### config.mk
export PLATFORM = sky130hd
export DESIGN_NAME = mdr_sequencer
export DESIGN_NICKNAME = d
export VERILOG_FILES = /design/src/rtl/mdr_sequencer.sv
export SDC_FILE = /design/constraint.sdc
export NUM_CORES = 1
export LEC_CHECK = 0
export CAP_MARGIN = 20
export CORE_ASPECT_RATIO = 1.75
export CORE_MARGIN = 5
export CORE_UTILIZATION = 42
export CTS_CLUSTER_DIAMETER = 200
export DETAILED_ROUTE_END_ITERATION = 6
export PLACE_DENSITY = 0.79
export SETUP_SLACK_MARGIN = 0.2
export SKIP_LAST_GASP = 1
export SLEW_MARGIN = 30
export SYNTH_ARGS = -nofsm -noshare
export SYNTH_HDL_FRONTEND = slang
export SYNTH_SLANG_ARGS = --single-unit
### constraint.sdc
create_clock -name clk -period 2.7 [get_ports clk]
set_clock_uncertainty 0.1 [all_clocks]
set_input_delay 0.54 -clock clk [delete_from_list [all_inputs] [get_ports clk]]
set_output_delay 0.54 -clock clk [all_outputs]
set_load 0.02 [all_outputs]
### src/rtl/mdr_sequencer.sv
// Control FSM for the shared multiply/divide/square-root datapaths: latches a request,
// sequences init/enable/counter for the op's iteration count, and captures the result.
module mdr_sequencer #(
  parameter int DW        = 16,
  parameter int DW2       = 32,
  parameter int ITER_MUL  = 16,
  parameter int ITER_DIV  = 16,
  parameter int ITER_ROOT = 8
) (
  input  logic           clk,
  input  logic           rst,
  input  logic           i_start,
  input  logic [1:0]     i_op,
  input  logic [DW-1:0]  i_data_x,
  input  logic [DW-1:0]  i_data_y,
  input  logic           i_clear,
  input  logic [DW2-1:0] i_result,
  input  logic [DW2-1:0] i_reminder,
  output logic           o_ready,
  output logic [1:0]     o_sel,
  output logic [DW-1:0]  o_val_x,
  output logic [DW-1:0]  o_val_y,
  output logic           o_init,
  output logic           o_enable,
  output logic [7:0]     o_counter,
  output logic [DW2-1:0] o_result,
  output logic [DW2-1:0] o_reminder,
  output logic           o_done,
  output logic           o_error
);

  typedef enum logic [2:0] {S_IDLE, S_LOAD, S_RUN, S_CAPT, S_DONE, S_ERR} state_t;

  localparam logic [1:0] OP_MUL = 2'b00;
  localparam logic [1:0] OP_DIV = 2'b01;
  localparam logic [1:0] OP_RSV = 2'b11;
  localparam logic [7:0] LAST_MUL  = 8'(ITER_MUL - 1);
  localparam logic [7:0] LAST_DIV  = 8'(ITER_DIV - 1);
  localparam logic [7:0] LAST_ROOT = 8'(ITER_ROOT - 1);

  state_t         state_q, state_d;
  logic           ready_q, ready_d;
  logic [1:0]     sel_q, sel_d;
  logic [DW-1:0]  x_q, x_d;
  logic [DW-1:0]  y_q, y_d;
  logic           init_q, init_d;
  logic           enable_q, enable_d;
  logic [7:0]     counter_q, counter_d;
  logic [DW2-1:0] result_q, result_d;
  logic [DW2-1:0] rem_q, rem_d;
  logic           done_q, done_d;
  logic           error_q, error_d;
  logic           accept;

  always_comb begin
    state_d   = state_q;
    sel_d     = sel_q;
    x_d       = x_q;
    y_d       = y_q;
    counter_d = counter_q;
    result_d  = result_q;
    rem_d     = rem_q;
    error_d   = error_q;
    accept    = 1'b0;

    case (state_q)
      S_IDLE: accept = i_start;
      S_LOAD: state_d = S_RUN;
      S_RUN: begin
        if (counter_q == 8'd0) state_d = S_CAPT;
        else                   counter_d = counter_q - 8'd1;
      end
      S_CAPT: begin
        result_d = i_result;
        rem_d    = i_reminder;
        state_d  = S_DONE;
      end
      S_ERR: begin
        error_d = 1'b1;
        if (sel_q == OP_RSV) begin
          result_d = '0;
          rem_d    = '0;
        end else begin
          result_d = '1;
          rem_d    = {{(DW2-DW){1'b0}}, x_q};
        end
        state_d = S_DONE;
      end
      S_DONE: begin
        state_d = S_IDLE;
        accept  = i_start;
      end
      default: state_d = S_IDLE;
    endcase

    if (accept) begin
      sel_d   = i_op;
      x_d     = i_data_x;
      y_d     = i_data_y;
      error_d = 1'b0;
      if (i_op == OP_RSV || (i_op == OP_DIV && i_data_y == '0)) begin
        state_d = S_ERR;
      end else begin
        state_d = S_LOAD;
        case (i_op)
          OP_MUL:  counter_d = LAST_MUL;
          OP_DIV:  counter_d = LAST_DIV;
          default: counter_d = LAST_ROOT;
        endcase
      end
    end

    // Abort wins over everything, including a start in the same cycle.
    if (i_clear) begin
      state_d   = S_IDLE;
      sel_d     = sel_q;
      x_d       = x_q;
      y_d       = y_q;
      counter_d = counter_q;
      result_d  = result_q;
      rem_d     = rem_q;
      error_d   = error_q;
    end

    ready_d  = (state_d == S_IDLE) || (state_d == S_DONE);
    init_d   = (state_d == S_LOAD);
    enable_d = (state_d == S_RUN);
    done_d   = (state_d == S_DONE);
  end

  always_ff @(posedge clk or negedge rst) begin
    if (!rst) begin
      state_q   <= S_IDLE;
      ready_q   <= 1'b1;
      sel_q     <= '0;
      x_q       <= '0;
      y_q       <= '0;
      init_q    <= 1'b0;
      enable_q  <= 1'b0;
      counter_q <= '0;
      result_q  <= '0;
      rem_q     <= '0;
      done_q    <= 1'b0;
      error_q   <= 1'b0;
    end else begin
      state_q   <= state_d;
      ready_q   <= ready_d;
      sel_q     <= sel_d;
      x_q       <= x_d;
      y_q       <= y_d;
      init_q    <= init_d;
      enable_q  <= enable_d;
      counter_q <= counter_d;
      result_q  <= result_d;
      rem_q     <= rem_d;
      done_q    <= done_d;
      error_q   <= error_d;
    end
  end

  assign o_ready    = ready_q;
  assign o_sel      = sel_q;
  assign o_val_x    = x_q;
  assign o_val_y    = y_q;
  assign o_init     = init_q;
  assign o_enable   = enable_q;
  assign o_counter  = counter_q;
  assign o_result   = result_q;
  assign o_reminder = rem_q;
  assign o_done     = done_q;
  assign o_error    = error_q;

endmodule

Yosys cells after proc, flatten, opt, wreduce, memory -nomap -nowiden --
Index checks and enable logic that the tools add are counted.
Storage, ports and cells: bits in registers 114, bits of input ports 102, output and inout port bits 111, word-level logic and storage cells 58
Operators by class: add/sub/neg operators 1, equal/unequal tests 11, muxes and demuxes 17, bitwise logic cells 1, reduce and logical (&&, ||, !) cells 16
Operator list (number):
- $pmux W32 S2 | 2
- $mux W32 | 1
- $mux W8 | 4
- $logic_not A16 Y1 | 1
- $mux W16 | 1
- $mux W3 | 4
- $pmux W3 S4 | 1
- $eq A3 B2 Y1 const B | 3
- $eq A3 B3 Y1 const B | 3
- $logic_not A8 Y1 | 1
- $sub A8 B1 Y8 const B | 1
- $eq A3 B1 Y1 const B | 2
- $logic_not A3 Y1 | 2
- $reduce_and A2 Y1 | 3
- $reduce_or A2 Y1 | 3
- $eq A2 B2 Y1 const B | 2
- $mux W4 | 1
- $reduce_bool A2 Y1 | 2
- $mux W1 | 3
- $eq A2 B1 Y1 const B | 1
- $logic_not A2 Y1 | 1
- $logic_or A1 B1 Y1 | 2
- $logic_and A1 B1 Y1 | 1
- $not A1 Y1 | 1

Depth between registers and ports, before layout --
Gate-level depths: netlist of the first run.
depth after elaboration 8, depth in mapped cells 7, gate-level depth less buffers 7

Worst setup path before layout of the first run --
No wires, ideal clock.
kind input -> register, start input port i_start, end register x_q[10], in the netlist o_val_x[10], library setup time 0.125 ns, arrival 1.925 ns, data required time 2.475 ns, slack 0.550 ns, cell stages on the path 4, buffers on the path 1, cell sequence or3b_2 nor2_2 buf_2 mux2_2
On the way: word-level cells in the longest chain between the ends 2
RTL lines:
- start, declared | line 12 | input logic i_start,
- $mux W1 | line 66 | case (state_q)
- $reduce_and A2 Y1 (no source line)
- end signal, assigned | line 136 | x_q <= '0;
- end signal, assigned | line 149 | x_q <= x_d;
- end, declared | line 44 | logic [DW-1:0] x_q, x_d;
No other way between the ends. A chain may end at the register's enable or synchronous reset.

Final worst setup path of the first run --
start register counter_q[3], in the netlist o_counter[3], end register counter_q[3], in the netlist o_counter[3]
On the way: word-level cells in the longest chain between the ends 5, elaborated cells on any way between the ends 6, those cells by class 1 x add/sub; 4 x mux; 1 x reduce/logical
RTL lines:
- start, declared | line 48 | logic [7:0] counter_q, counter_d;
- start signal, assigned | line 153 | counter_q <= counter_d;
- $sub A8 B1 Y8 or $logic_not A8 Y1 (tied branches) | line 71, 70
- $mux W8 | line 70 | if (counter_q == 8'd0) state_d = S_CAPT;
- $mux W8 * | line 66
- $mux W8 | line 101 | if (i_op == OP_RSV || (i_op == OP_DIV && i_data_y == '0)) begin
- $mux W8 * | line 96 | if (accept) begin
Every way passes the cells marked *; elsewhere a longest branch is shown, timed or not.

==> results.yml, run 1 <==
sta:
  fin_tns_setup_ns: 0
  rsz0062_at_grt: "false"
  finalHoldViolCount: 0
  slew_headroom_pct: 56.2
  finalCritPeriodShare_pct: 87.6
  tightest_slew_ns: 0.657
  setup_viol: 0
  drv_slew: 0
  max_freq_mhz: 423
  finalCriticalPeriod_ns: 2.36
die:
  core_area_sq_um: 11100
  rows: 51
  initial_core_util_pct: 42.5
  die_h_um: 150
  ios: 213
  design.die.area_sq_um: 13500
  die_width_um: 90.1
clock_tree:
  cts_buffers: 17
  cts_buffer_depth: 2
  cts_sinks: 114
  cts_tree: "built"
  cts-root-buf: "clkbuf_16"
  cts-htree-levels: 4
  post_cts_resized: 0
  clkLatencyLatePin_ns: 0.40
  clk_pin_slew_ns: 0.05
drt:
  wl_per_cell_um: 17.8
  drc: 0
  dr.pass1.iters: 4
  avgViaCountPerCell: 5.21
  first_iter_violations: 85
  wl_mm: 14.3
  vias: 4194
  ant_nets: 0
synthesis:
  syn_nets: 551
  netlist_area_sq_um: 4720
  synth_cell_types: 40
  synth-seq-area-share_pct: 60.5
  synth_top_area_cell: "dfrtp_1"
  syn_area_per_cell_sq_um: 10.6
  yosysTopAreaCellShare_pct: 59.9
  synth_area_leaders: "dfrtp_1 60%, nand2_1 7.2%, o21ai_0 7.2%"
  postSynthCellCount: 447
  synth_warnings: 0
  ys_ff_latch: 114
pwr:
  power.switching_w: 0.00254
  comb_power_share_pct: 36.6
  p_leak_nw: 3.34
  peakVddDrop_uv: 644
  seq_power_share_pct: 34.5
  power.density_nw_per_um2: 1010
  internal-power_w: 0.00518
  clkPwrFrac_pct: 28.9
  p_sw_share_pct: 32.9
place:
  dp_hpwl_mm: 10.4
  place_congestion: 0.853
  dp.cells: 772
  port_buffers: 212
worst_setup_path:
  start_kind: "register"
  ff2ff_path_depth: 5
  cp.required_ns: 2.88
  cp_data_arrival_time_ns: 2.54
  worstPathMaxFanout: 7
  path_class: "register to register"
  endpoint_kind: "register"
  r2r_end: "o_counter[3]$_DFFE_PN0N_"
  r2r_slack_ns: 0.34
  r2r_start: "o_counter[3]$_DFFE_PN0N_"
finish:
  n_fill_cell: 822
  mostFrequentLayoutCells: "211 x clkdlybuf4s50_1, 113 x dfrtp_1, 91 x nand2_1"
  fin_cells: 805
  drive_above_1_share_pct: 11.9
  layout_commonest_cell: "clkdlybuf4s50_1"
  multiInputGateArea_sq_um: 1730
  antenna_cells: 0
  regArea_sq_um: 2850
  final_nets: 764
  area_growth_syn_to_layout_pct: 62.2
global_routing:
  grt-ovfl-total: 0
  track_usage_pct: 21.1
  antenna_found_initial: 0
  grt_pass1_wl_mm: 22.7
  grt_pass1_vias: 4418
  grt_max_degree: 74
run:
  maxCapViolations: 0
hold_path:
  hold_class: "register to register"
  whs_path_depth: 2
  min_delay_worst_endpoint: "o_reminder[25]$_DFFE_PN0P_"
  min_from: "o_reminder[25]$_DFFE_PN0P_"
status:
  status: "complete, no violations"
-- layer usage --
layer  track usage [%]  wire [um]  vias up
met1              21.9       5020     1983
met4              11.4        537        0
li1                  -          -     1983
met2              37.1       7670      189
met5                 0          0        -
met3              7.20       1070       39
-- sequential cells by signal, summed over array words and instances, names as in the netlist --
name	count
o_error	1
o_done	1
state_q	3
o_val_x	16
o_result	32
o_reminder	32
o_sel	2
o_val_y	16
o_counter	8
o_init	1
o_enable	1
o_ready	1
-- cell families (layout without fill, tap and decap cells) --
| family | Yosys count | count (layout) | share of synthesized area [%] |
|---|---|---|---|
| buffers and inverters | 37 | 263 | 3.00 |
| AND/OR/NAND/NOR | 125 | 125 | 11.7 |
| AO/OA/AOI/OAI | 131 | 131 | 15.4 |
| multiplexers | 35 | 35 | 8.30 |
| flip-flops | 114 | 114 | 60.5 |
| XOR/XNOR | 3 | 3 | 0.557 |
| adder cells (fa/ha/maj) | 2 | 2 | 0.530 |
-- timing repair --
item | 4_1_cts | 5_1_grt
hold endpoints to repair | 14 | 0
setup buffers | 0 | 0
hold buffers | 1 | 0
-- worst max path at each step --
stage               slack, ns                      from                  endpoint  cells after the start
finish                   0.34  o_counter[3]$_DFFE_PN0N_  o_counter[3]$_DFFE_PN0N_                      5
global placement         0.15                   i_start   o_val_y[14]$_DFFE_PN0P_                      5
CTS                      0.43  o_counter[3]$_DFFE_PN0N_  o_counter[3]$_DFFE_PN0N_                      5
global route             0.21  o_counter[3]$_DFFE_PN0N_  o_counter[3]$_DFFE_PN0N_                      5
floorplan                0.55                   i_start   o_val_x[10]$_DFFE_PN0P_                      4
detailed placement       0.14                   i_start   o_val_y[14]$_DFFE_PN0P_                      5
-- cell type report --
class | instances | share of cell area [%]
Inverter | 6 | 0.294
Tap cell | 132 | 2.16
Sequential cell | 114 | 37.3
Clock buffer | 22 | 6.06
Timing Repair Buffer | 225 | 29.8
Clock inverter | 10 | 1.73
Multi-Input combinational cell | 296 | 22.7
-- synthesized netlist by cell type, drive strengths merged --
master / count
dfrtp: 113
nand2: 91
o21ai: 70
a21oi: 35
mux2: 33
clkbuf: 27
a22oi: 16
nor2: 11
inv: 6
nor4: 6
buf: 4
a21o: 3
nor3: 3
or4: 3
a211o: 2
ha: 2
mux2i: 2
nand3b: 2
or3: 2
or3b: 2
xnor2: 2
a32oi: 1
dfstp: 1
nand2b: 1
nand4: 1
nor3b: 1
o211ai: 1
o21bai: 1
o31a: 1
o31ai: 1
or2: 1
or4b: 1
xor2: 1
-- metrics by stage --
stage	area, sq um	hold WS (ns)	util, %	setup WS (ns)	total power, W
after global placement	7050	0.325	63.5	0.154	0.00544
after CTS	7650	0.381	68.9	0.427	0.00781
after global routing	7650	0.394	68.9	0.207	0.00810
after detailed placement	7050	0.326	63.5	0.135	0.00553
final	7650	0.376	68.9	0.336	0.00772
after floorplan	4720	0.144	-	0.550	0.00388
-- worst max-delay path, cell delays in order, from the launching register on --
cell and delay, ns:
dfrtp_1 0.46, or4_1 0.62, nor4_1 0.57, a211o_2 0.24, o21ai_0 0.10, o21bai_1 0.16
-- power by group through the flow --
stage               Combinational [W]  Sequential [W]  Clock [W]
global route                  0.00300         0.00274    0.00236
finish                        0.00282         0.00266    0.00223
global placement              0.00278         0.00266          0
CTS                           0.00286         0.00267    0.00228
detailed placement            0.00284         0.00268          0
floorplan                    0.000530         0.00335          0
Note: power is estimated with default switching activity, not from simulation.
==> run 2, diff against run 1 <==
--- a/config.mk
+++ b/config.mk
@@ -9,6 +9,7 @@
 export CORE_ASPECT_RATIO = 1.75
 export CORE_MARGIN = 5
 export CORE_UTILIZATION = 42
+export CTS_BUF_LIST = sky130_fd_sc_hd__clkbuf_2
 export CTS_CLUSTER_DIAMETER = 200
 export DETAILED_ROUTE_END_ITERATION = 6
 export PLACE_DENSITY = 0.79
==> results.yml, run 2 (synthesis gave the netlist of run 1 again) <==
drt:
  vias: 4129
  ant_nets: 0
  drc: 0
  avgViaCountPerCell: 5.12
  first_iter_violations: 105
  wl_mm: 13.7
  wl_per_cell_um: 17.0
  dr.pass1.iters: 4
worst_setup_path:
  cp_data_arrival_time_ns: 1.69
  endpoint_kind: "output port"
  start_kind: "register"
  worst-path-buf-inv: 1
  crit_slowest_cell: "clkdlybuf4s50_1"
  path_class: "register to output port"
  path_cells: "clkdlybuf4s50_1"
  worstPathMaxFanout: 6
  critical-path-max-stage-delay_ns: 0.62
  cp.required_ns: 2.06
  cp_top_family: "buffers and inverters"
finish:
  drive_above_1_share_pct: 12.3
  layout_commonest_cell: "clkdlybuf4s50_1"
  utilization_pct: 66.0
  mostFrequentLayoutCells: "201 x clkdlybuf4s50_1, 111 x dfrtp_1, 91 x nand2_1"
  final_nets: 764
  area_growth_syn_to_layout_pct: 55.2
sta:
  fin_tns_setup_ns: 0
  rsz0062_at_grt: "false"
  finalHoldViolCount: 0
  slew_headroom_pct: 56.5
  setup_viol: 0
  worst_hold_slack_ns: 0.195
  finalCritPeriodShare_pct: 86.4
  tightest_slew_ns: 0.653
  max_freq_mhz: 428
  drv_slew: 0
  finalCriticalPeriod_ns: 2.33
  fin_ws_ns: 0.366
clock_tree:
  clkLatencyLatePin_ns: 0.62
  cts_tree: "built"
  cts_buffer_depth: 2
  cts_sinks: 114
  postCtsSetupBuffers: 0
  cts-htree-levels: 4
  cts_buffers: 17
  cts-root-buf: "clkbuf_2"
  clk_pin_slew_ns: 0.17
place:
  place_congestion: 0.853
  port_buffers: 212
  dp_hpwl_mm: 10.4
  preCtsSetupSlack_ns: 0.135
global_routing:
  grt_pass1_vias: 4301
  gr-usage-met1_pct: 21.4
  grt_util_met3_pct: 7.55
  grt-ovfl-total: 0
  grt_pass1_wl_mm: 21.8
  antenna_found_initial: 1
  top_usage_layer: "met2"
  grtUsageMet2_pct: 35.7
  track_usage_pct: 20.2
  grt_max_degree: 74
die:
  rows: 51
  design.die.area_sq_um: 13500
  core_area_sq_um: 11100
  initial_core_util_pct: 42.5
  die_width_um: 90.1
  die_h_um: 150
  ios: 213
pwr:
  peakVddDrop_uv: 579
  p_leak_nw: 3.27
  comb_power_share_pct: 42.5
  power.switching_w: 0.00240
  seq_power_share_pct: 40.2
  p_sw_share_pct: 36.5
  power.density_nw_per_um2: 899
  internal-power_w: 0.00418
  clkPwrFrac_pct: 17.3
run:
  maxCapViolations: 0
hold_path:
  hold_class: "primary input to asynchronous set/reset pin"
status:
  status: "complete, no violations"
-- run 2: power groups by stage --
| stage | Sequential [W] | Clock (W) | Combinational [W] |
|---|---|---|---|
| floorplan | 0.00335 | 0 | 0.000530 |
| global placement | 0.00266 | 0 | 0.00278 |
| detailed placement | 0.00268 | 0 | 0.00284 |
| CTS | 0.00265 | 0.00118 | 0.00285 |
| global route | 0.00272 | 0.00126 | 0.00298 |
| finish | 0.00264 | 0.00114 | 0.00280 |
-- run 2: stage by stage --
stage	instance area (sq um)	total power (W)	std cells
after detailed placement	7050	0.00553	772
after CTS	7300	0.00668	805
final	7320	0.00658	806
after floorplan	4720	0.00388	447
after global placement	7050	0.00544	772
after global routing	7320	0.00697	806
-- run 2: final timing paths --
path                                                   end                       from  cells after the start  slack (ns)
min in group clk                o_reminder[26]$_DFFE_PN0P_             i_reminder[26]                      3        0.33
max in group asynchronous       o_reminder[21]$_DFFE_PN0P_                        rst                      3        1.62
worst max-delay path                          o_counter[5]   o_counter[5]$_DFFE_PN0N_                      1        0.37
worst min register to register   o_reminder[7]$_DFFE_PN0P_  o_reminder[7]$_DFFE_PN0P_                      2        0.40
worst max register to register    o_counter[2]$_DFFE_PN0N_   o_counter[3]$_DFFE_PN0N_                      5        0.47
worst min-delay path                  o_sel[1]$_DFFE_PN0P_                        rst                      2        0.19
-- run 2: layout make-up --
type	instances	area (sq um)
well taps	132	165
flip-flops and latches	114	2860
clock inverters	12	140
inverters	6	22.5
repair buffers	225	2300
multi-input cells	296	1730
diodes	1	2.50
fillers	866	3780
clock buffers	20	100
-- run 2: timing repair --
action / in CTS / in global routing
hold endpoints to repair: 113 / 0
hold buffers: 1 / 0
setup endpoints to repair: 2 / 10
gates resized for setup: 2 / 10
-- run 2: worst reg2reg max path, stage by stage (launching register included) --
cell and delay [ns]:
dfrtp_2 0.49, or4_1 0.60, or3_1 0.43, nand2_1 0.16, nor3b_1 0.08, a211o_1 0.28
-- run 2: layer usage --
metal  routed length [um]  part of all wire [%]  vias up
li1                     -                     -     1989
met3                 1010                   7.4       20
met1                 4950                    36     1951
met4                  300                   2.2        0
met5                    0                     0        -
met2                 7440                    54      169
